## src/rtl/display_pkg.sv

```systemverilog
// Shared raster timing sets and polarity constants.
// Consumed by display_timing_gen and mp3_display.
package display_pkg;

  localparam logic POL_NEG = 1'b0;
  localparam logic POL_POS = 1'b1;

  typedef struct packed {
    int   h_res;
    int   h_fp;
    int   h_sync;
    int   h_bp;
    int   v_res;
    int   v_fp;
    int   v_sync;
    int   v_bp;
    logic h_pol;
    logic v_pol;
  } timing_t;

  localparam timing_t T_640X480 = '{
    h_res: 640, h_fp: 16, h_sync: 96, h_bp: 48,
    v_res: 480, v_fp: 10, v_sync: 2, v_bp: 33,
    h_pol: POL_NEG, v_pol: POL_NEG
  };

  localparam timing_t T_800X600 = '{
    h_res: 800, h_fp: 40, h_sync: 128, h_bp: 88,
    v_res: 600, v_fp: 1, v_sync: 4, v_bp: 23,
    h_pol: POL_POS, v_pol: POL_POS
  };

  localparam timing_t T_1280X720 = '{
    h_res: 1280, h_fp: 110, h_sync: 40, h_bp: 220,
    v_res: 720, v_fp: 5, v_sync: 5, v_bp: 20,
    h_pol: POL_POS, v_pol: POL_POS
  };

  // Active area shared with the pixel renderer
  localparam int DISP_H_RES = T_640X480.h_res;
  localparam int DISP_V_RES = T_640X480.v_res;

  // First (most negative) coordinate of a line/frame
  function automatic logic signed [15:0] blank_start(
    input int fp,
    input int sync,
    input int bp
  );
    return 16'(-(fp + sync + bp));
  endfunction

endpackage

```

## src/rtl/sync_delay_line.sv

```systemverilog
// Clock-enabled shift register for sync/DE alignment.
// DEPTH=0 degenerates to a plain wire.
module sync_delay_line #(
  parameter int               WIDTH   = 3,
  parameter int               DEPTH   = 1,
  parameter logic [WIDTH-1:0] RST_VAL = '0
) (
  input  logic             clk,
  input  logic             rst,
  input  logic             i_ce,
  input  logic [WIDTH-1:0] i_d,
  output logic [WIDTH-1:0] o_q
);

  if (DEPTH == 0) begin : g_wire
    logic unused_ok;
    assign unused_ok = ^{clk, rst, i_ce};
    assign o_q = i_d;
  end else begin : g_pipe
    logic [WIDTH-1:0] pipe_q [DEPTH];
    logic [WIDTH-1:0] pipe_d [DEPTH];

    // Shift one stage per enable tick
    always_comb begin
      pipe_d = pipe_q;
      if (i_ce) begin
        pipe_d[0] = i_d;
        for (int i = 1; i < DEPTH; i++) begin
          pipe_d[i] = pipe_q[i-1];
        end
      end
    end

    // Stage registers, flushed to the inactive vector
    always_ff @(posedge clk) begin
      if (rst) begin
        for (int i = 0; i < DEPTH; i++) begin
          pipe_q[i] <= RST_VAL;
        end
      end else begin
        pipe_q <= pipe_d;
      end
    end

    assign o_q = pipe_q[DEPTH-1];
  end

endmodule

```

## src/rtl/display_timing_gen.sv

```systemverilog
// Raster timing generator: signed x/y, syncs, DE,
// and line/frame strobes.
module display_timing_gen
  import display_pkg::*;
#(
  parameter int H_RES  = T_640X480.h_res,
  parameter int V_RES  = T_640X480.v_res,
  parameter int H_FP   = T_640X480.h_fp,
  parameter int H_SYNC = T_640X480.h_sync,
  parameter int H_BP   = T_640X480.h_bp,
  parameter int V_FP   = T_640X480.v_fp,
  parameter int V_SYNC = T_640X480.v_sync,
  parameter int V_BP   = T_640X480.v_bp,
  parameter bit H_POL  = T_640X480.h_pol,
  parameter bit V_POL  = T_640X480.v_pol,
  parameter int PIPE   = 1
) (
  input  logic               clk,
  input  logic               rst,
  input  logic               i_ce,
  output logic signed [15:0] o_x,
  output logic signed [15:0] o_y,
  output logic               o_hsync,
  output logic               o_vsync,
  output logic               o_de,
  output logic               o_line,
  output logic               o_frame
);

  localparam int H_TOT = H_RES + H_FP + H_SYNC + H_BP;
  localparam int V_TOT = V_RES + V_FP + V_SYNC + V_BP;

  localparam logic signed [15:0] H_STA =
    blank_start(H_FP, H_SYNC, H_BP);
  localparam logic signed [15:0] V_STA =
    blank_start(V_FP, V_SYNC, V_BP);
  localparam logic signed [15:0] H_LAST = 16'(H_RES - 1);
  localparam logic signed [15:0] V_LAST = 16'(V_RES - 1);

  // Sync window sits right before the back porch
  localparam logic signed [15:0] HS_BEG = 16'(-(H_SYNC + H_BP));
  localparam logic signed [15:0] HS_END = 16'(-H_BP);
  localparam logic signed [15:0] VS_BEG = 16'(-(V_SYNC + V_BP));
  localparam logic signed [15:0] VS_END = 16'(-V_BP);

  localparam logic [2:0] SYNC_IDLE = {~H_POL, ~V_POL, 1'b0};

  if (H_TOT > 32767 || V_TOT > 32767 ||
      PIPE > 7 || PIPE < 0) begin : g_bad_cfg
    $error("display_timing_gen: illegal timing parameters");
  end

  logic signed [15:0] x_q, x_d;
  logic signed [15:0] y_q, y_d;
  logic               line_q, line_d;
  logic               frame_q, frame_d;
  logic               hs_act, vs_act;
  logic [2:0]         raw_sync;
  logic [2:0]         dly_sync;

  // Next raster position and wrap strobes
  always_comb begin
    x_d     = x_q;
    y_d     = y_q;
    line_d  = 1'b0;
    frame_d = 1'b0;
    if (i_ce) begin
      if (x_q == H_LAST) begin
        x_d    = H_STA;
        line_d = 1'b1;
        if (y_q == V_LAST) begin
          y_d     = V_STA;
          frame_d = 1'b1;
        end else begin
          y_d = y_q + 16'sd1;
        end
      end else begin
        x_d = x_q + 16'sd1;
      end
    end
  end

  // Position and strobe registers
  always_ff @(posedge clk) begin
    if (rst) begin
      x_q     <= H_STA;
      y_q     <= V_STA;
      line_q  <= 1'b0;
      frame_q <= 1'b0;
    end else begin
      x_q     <= x_d;
      y_q     <= y_d;
      line_q  <= line_d;
      frame_q <= frame_d;
    end
  end

  // Undelayed sync/DE decoded from the registered position
  always_comb begin
    hs_act   = (x_q >= HS_BEG) && (x_q < HS_END);
    vs_act   = (y_q >= VS_BEG) && (y_q < VS_END);
    raw_sync = {
      hs_act ? H_POL : ~H_POL,
      vs_act ? V_POL : ~V_POL,
      !x_q[15] && !y_q[15]
    };
  end

  sync_delay_line #(
    .WIDTH   (3),
    .DEPTH   (PIPE),
    .RST_VAL (SYNC_IDLE)
  ) u_dly (
    .clk  (clk),
    .rst  (rst),
    .i_ce (i_ce),
    .i_d  (raw_sync),
    .o_q  (dly_sync)
  );

  assign o_x     = x_q;
  assign o_y     = y_q;
  assign o_hsync = dly_sync[2];
  assign o_vsync = dly_sync[1];
  assign o_de    = dly_sync[0];
  assign o_line  = line_q;
  assign o_frame = frame_q;

endmodule

```

## config.mk

```make
export PLATFORM = sky130hd
export DESIGN_NAME = display_timing_gen
export DESIGN_NICKNAME = d
export VERILOG_FILES = /design/src/rtl/display_pkg.sv /design/src/rtl/sync_delay_line.sv /design/src/rtl/display_timing_gen.sv
export SDC_FILE = /design/constraint.sdc
export NUM_CORES = 1
export LEC_CHECK = 0
export BUFFER_PORTS_ARGS = -buffer_cell sky130_fd_sc_hd__clkbuf_2
export CAP_MARGIN = 20
export CORE_MARGIN = 2
export CORE_UTILIZATION = 48
export CTS_CLUSTER_DIAMETER = 40
export DETAILED_ROUTE_END_ITERATION = 10
export GPL_ROUTABILITY_DRIVEN = 0
export GPL_TIMING_DRIVEN = 1
export HOLD_SLACK_MARGIN = 0.15
export PLACE_DENSITY = 0.74
export SLEW_MARGIN = 20
export SYNTH_ARGS = -nofsm -noshare
export SYNTH_HDL_FRONTEND = slang
export SYNTH_SLANG_ARGS = --single-unit
```

## constraint.sdc

```tcl
create_clock -name clk -period 2.1 [get_ports clk]
set_input_delay 0 -clock clk [delete_from_list [all_inputs] [get_ports clk]]
set_output_delay 0 -clock clk [all_outputs]
set_load 0.01 [all_outputs]
```

==> results.sh <==
export IMPL_status="finished, violations left"
export IMPL_violations="setup timing"
export IMPL_placementRows=22
export IMPL_drt_iter0_drc=214
export IMPL_cts_tree="built"
export IMPL_synthesis_area_um2=1873
export IMPL_pwr_share_seq=0.497
export IMPL_synth_top_family_by_area="simple AND/OR/NAND/NOR gates"
export IMPL_m1WireLength_mm=2.482
export IMPL_die_h_um=66.47
export IMPL_power_leakage_nw=1.076
export IMPL_nets=307
export IMPL_worst_pin_slew_ns=0.4439
export IMPL_fp_dieW_um=66.47
export IMPL_clk_pin_slew_ns=0.08
export IMPL_synthArstFlopShare=0
export IMPL_fin_worst_skew_ns=0.004697
export IMPL_synth_compound_area_share=0.1490
export IMPL_cap_violations=0
export IMPL_clockBufferDepth=2
export IMPL_synthFlopType="dfxtp_1"
export IMPL_grt_ovfl_total=0
export IMPL_top_layer_used="met4"
export IMPL_arrival_ns=2.31
export IMPL_yosysTopAreaCell="dfxtp_1"
export IMPL_critPathLaunchType="flip-flop"
export IMPL_synth_area_per_cell_um2=8.039
export IMPL_setup_viol=1
export IMPL_fin_ws_ns=-0.01184
export IMPL_ys_seq_elements=37
export IMPL_p_comb_frac=0.045
export IMPL_vias=2083
export IMPL_worstHoldPathType="flip-flop to flip-flop"
export IMPL_yosys_top_cells_count="dfxtp_1 (37), nor2_1 (29), nand2_1 (18), o21ai_0 (18), nand4_1 (13)"
export IMPL_wl_per_cell_um=15.42
export IMPL_yosysWarnings=0
export IMPL_drtPass1Iterations=5
export IMPL_viasPerCell=5.986
export IMPL_dp_hpwl_mm=3.749
export IMPL_pwr_density_cell_nw_per_um2=574.8
export IMPL_synth_simple_area_share=0.3320
export IMPL_grt_pass1_wl_mm=8.438
export IMPL_core_um2=3716
export IMPL_wl_met3_um=374
export IMPL_p_sw_frac=0.2150
export IMPL_startpoint="o_x[11]$_SDFFE_PP1P_"
export IMPL_synth_top_area_frac=0.3955
export IMPL_cts_root_buffer="clkbuf_8"
export IMPL_htreeDepth=2
export IMPL_grt_use_total=0.2543
export IMPL_route_detailed_drc=0
export IMPL_antenna_found_initial=0
export IMPL_synthAdderAreaFrac=0.03340
export IMPL_ant_nets=0
export IMPL_setup_tns_ns=-0.01184
export IMPL_pin_count=40
export IMPL_period_needed_ns=2.112
export IMPL_grt_pass1_vias=1722
export IMPL_critPathRequiredTime_ns=2.30
export IMPL_ys_types=42
export IMPL_fin_crit_sh=1.006
export IMPL_synth_seq_area_share=0.3955
export IMPL_clk_latency_ns=0.30
export IMPL_end_kind="flip-flop"
export IMPL_synth_xor_area_share=0.03273
export IMPL_synth_mux_area_frac=0.01603
export IMPL_hold_start="u_dly.o_q[1]$_SDFFE_PP1P_"
export IMPL_ys_top_cells_by_area="dfxtp_1 (40%), nor2_1 (5.8%), o21ai_0 (4.8%), nand4_1 (4.3%), nand2_1 (3.6%)"
export IMPL_p_clk_frac=0.458
export IMPL_syn_to_final_growth_pct=32.20
export IMPL_slew_headroom=0.7037
export IMPL_synth_edf_count=0
export IMPL_antenna_cells=0
export IMPL_peakVddDrop_mv=0.2895
export IMPL_syn_nets=241
export IMPL_post_synth_top_count_cell="dfxtp_1"
export IMPL_dr_wl_met2_mm=2.426
export IMPL_timing_rr_start="o_x[11]$_SDFFE_PP1P_"
export IMPL_cts_made_buffers=5
export IMPL_dp_slack_ns=-0.01322
export IMPL_internal_power_mw=1.117
export IMPL_initial_core_util=0.5040
export IMPL_drive_gt1_frac=0.2700
export IMPL_crit_type="flip-flop to flip-flop"
export IMPL_finalHoldViolations=0
export IMPL_synth_cells=233
export IMPL_dieArea_um2=4418
export IMPL_io_buffers=39
export IMPL_switchingPower_uw=305.9
export IMPL_cts_sinks=37
export IMPL_max_freq_mhz=473.5
export IMPL_drv_slew=0
export IMPL_rsz0062_at_grt="true"
export IMPL_finalWirelength_mm=5.367
export IMPL_grt_max_degree=15
export IMPL_crit_fanout=5
-- logic make-up after synthesis --
| kind of cell | count (synthesis) |
|---|---|
| and+or+nand+nor | 117 |
| AOI/OAI and AO/OA | 44 |
| DFF | 37 |
| buffers and inverters | 20 |
| xor gates and xnor gates | 7 |
| adders and majority gates | 5 |
| muxes | 3 |
-- layout make-up --
cell class                 instances  area (µm²)
fill                             337        1240
multi-input combinational        177        1102
sequential                        37       747.0
timing repair buffer              66       405.4
clock buffer                       7       86.33
tap                               48       60.06
inverter                          12       45.04
clock inverter                     1       30.03
-- cells in the final DEF (no fill, tap or decap), types with 2 or more instances in the layout --
master / n
ha_1: 5
nor2_1: 28
nor4_1: 8
xnor2_1: 5
or3_1: 6
a211o_1: 2
dfxtp_1: 34
nor3_1: 8
clkbuf_2: 39
dlygate4sd3_1: 3
nand4_1: 13
a21oi_1: 7
buf_4: 24
or4_1: 2
xor2_1: 2
or4_4: 3
dfxtp_2: 2
inv_1: 11
mux2i_1: 3
o211ai_1: 2
and4_1: 4
a32oi_1: 6
nand2_1: 18
nand3_1: 11
o21ai_0: 18
a22oi_1: 2
a31oi_1: 2
and3_1: 5
clkbuf_8: 6
-- power groups by stage --
| stage | Sequential, mW | Combinational [mW] | Clock (mW) |
|---|---|---|---|
| after floorplan | 0.729 | 0.0305 | 0 |
| after CTS | 0.708 | 0.0625 | 0.658 |
| final | 0.708 | 0.0637 | 0.651 |
| after global routing | 0.708 | 0.0693 | 0.689 |
| after global placement | 0.724 | 0.0547 | 0 |
| after detailed placement | 0.724 | 0.0567 | 0 |
-- per-layer routing --
| layer | vias up | GRT usage |
|---|---|---|
| met1 | 979 | 0.3651 |
| met3 | 9 | 0.05743 |
| li1 | 993 | - |
| met5 | - | 0 |
| met2 | 102 | 0.3688 |
| met4 | 0 | 0.09439 |
-- worst max-delay path, cell delays in order (launching register included) --
cell and delay, ns:
dfxtp_4 0.34, or4_4 0.54, or4_4 0.59, or3_1 0.36, a21o_1 0.18
-- through the flow --
step / std cells / hold slack (ns) / total power [mW] / util / instance area (µm²)
after global routing: 348 / 0.5102 / 1.467 / 0.6663 / 2476
final: 348 / 0.4927 / 1.423 / 0.6663 / 2476
after CTS: 347 / 0.4869 / 1.428 / 0.6569 / 2441
after floorplan: 233 / 0.3040 / 0.7598 / - / 1888
after detailed placement: 335 / 0.3859 / 0.7809 / 0.6145 / 2283
after global placement: 335 / 0.3805 / 0.7789 / 0.6145 / 2283
-- final timing paths --
path              slack, ns  depth (start not counted)                         to
hold reg to reg        0.49                          1  u_dly.o_q[1]$_SDFFE_PP1P_
setup reg to reg      -0.01                          4        o_y[1]$_SDFFE_PP1P_
setup / recovery      -0.01                          4        o_y[1]$_SDFFE_PP1P_
hold / removal         0.49                          1  u_dly.o_q[1]$_SDFFE_PP1P_
-- sequential cells by signal, indices dropped and copies added, names as in the netlist --
register   count
o_y           16
o_line         1
o_frame        1
o_x           16
u_dly.o_q      3
-- timing repair --
action / CTS / global route
cloned: 0 / 1
pin swaps: 1 / 2
buffers inserted: 1 / 0
hold buffers: 3 / 0
endpoints found under the setup margin: 2 / 9
gates resized for setup: 1 / 5
hold endpoints to repair: 12 / 0
(Power assumes the default switching activity.)
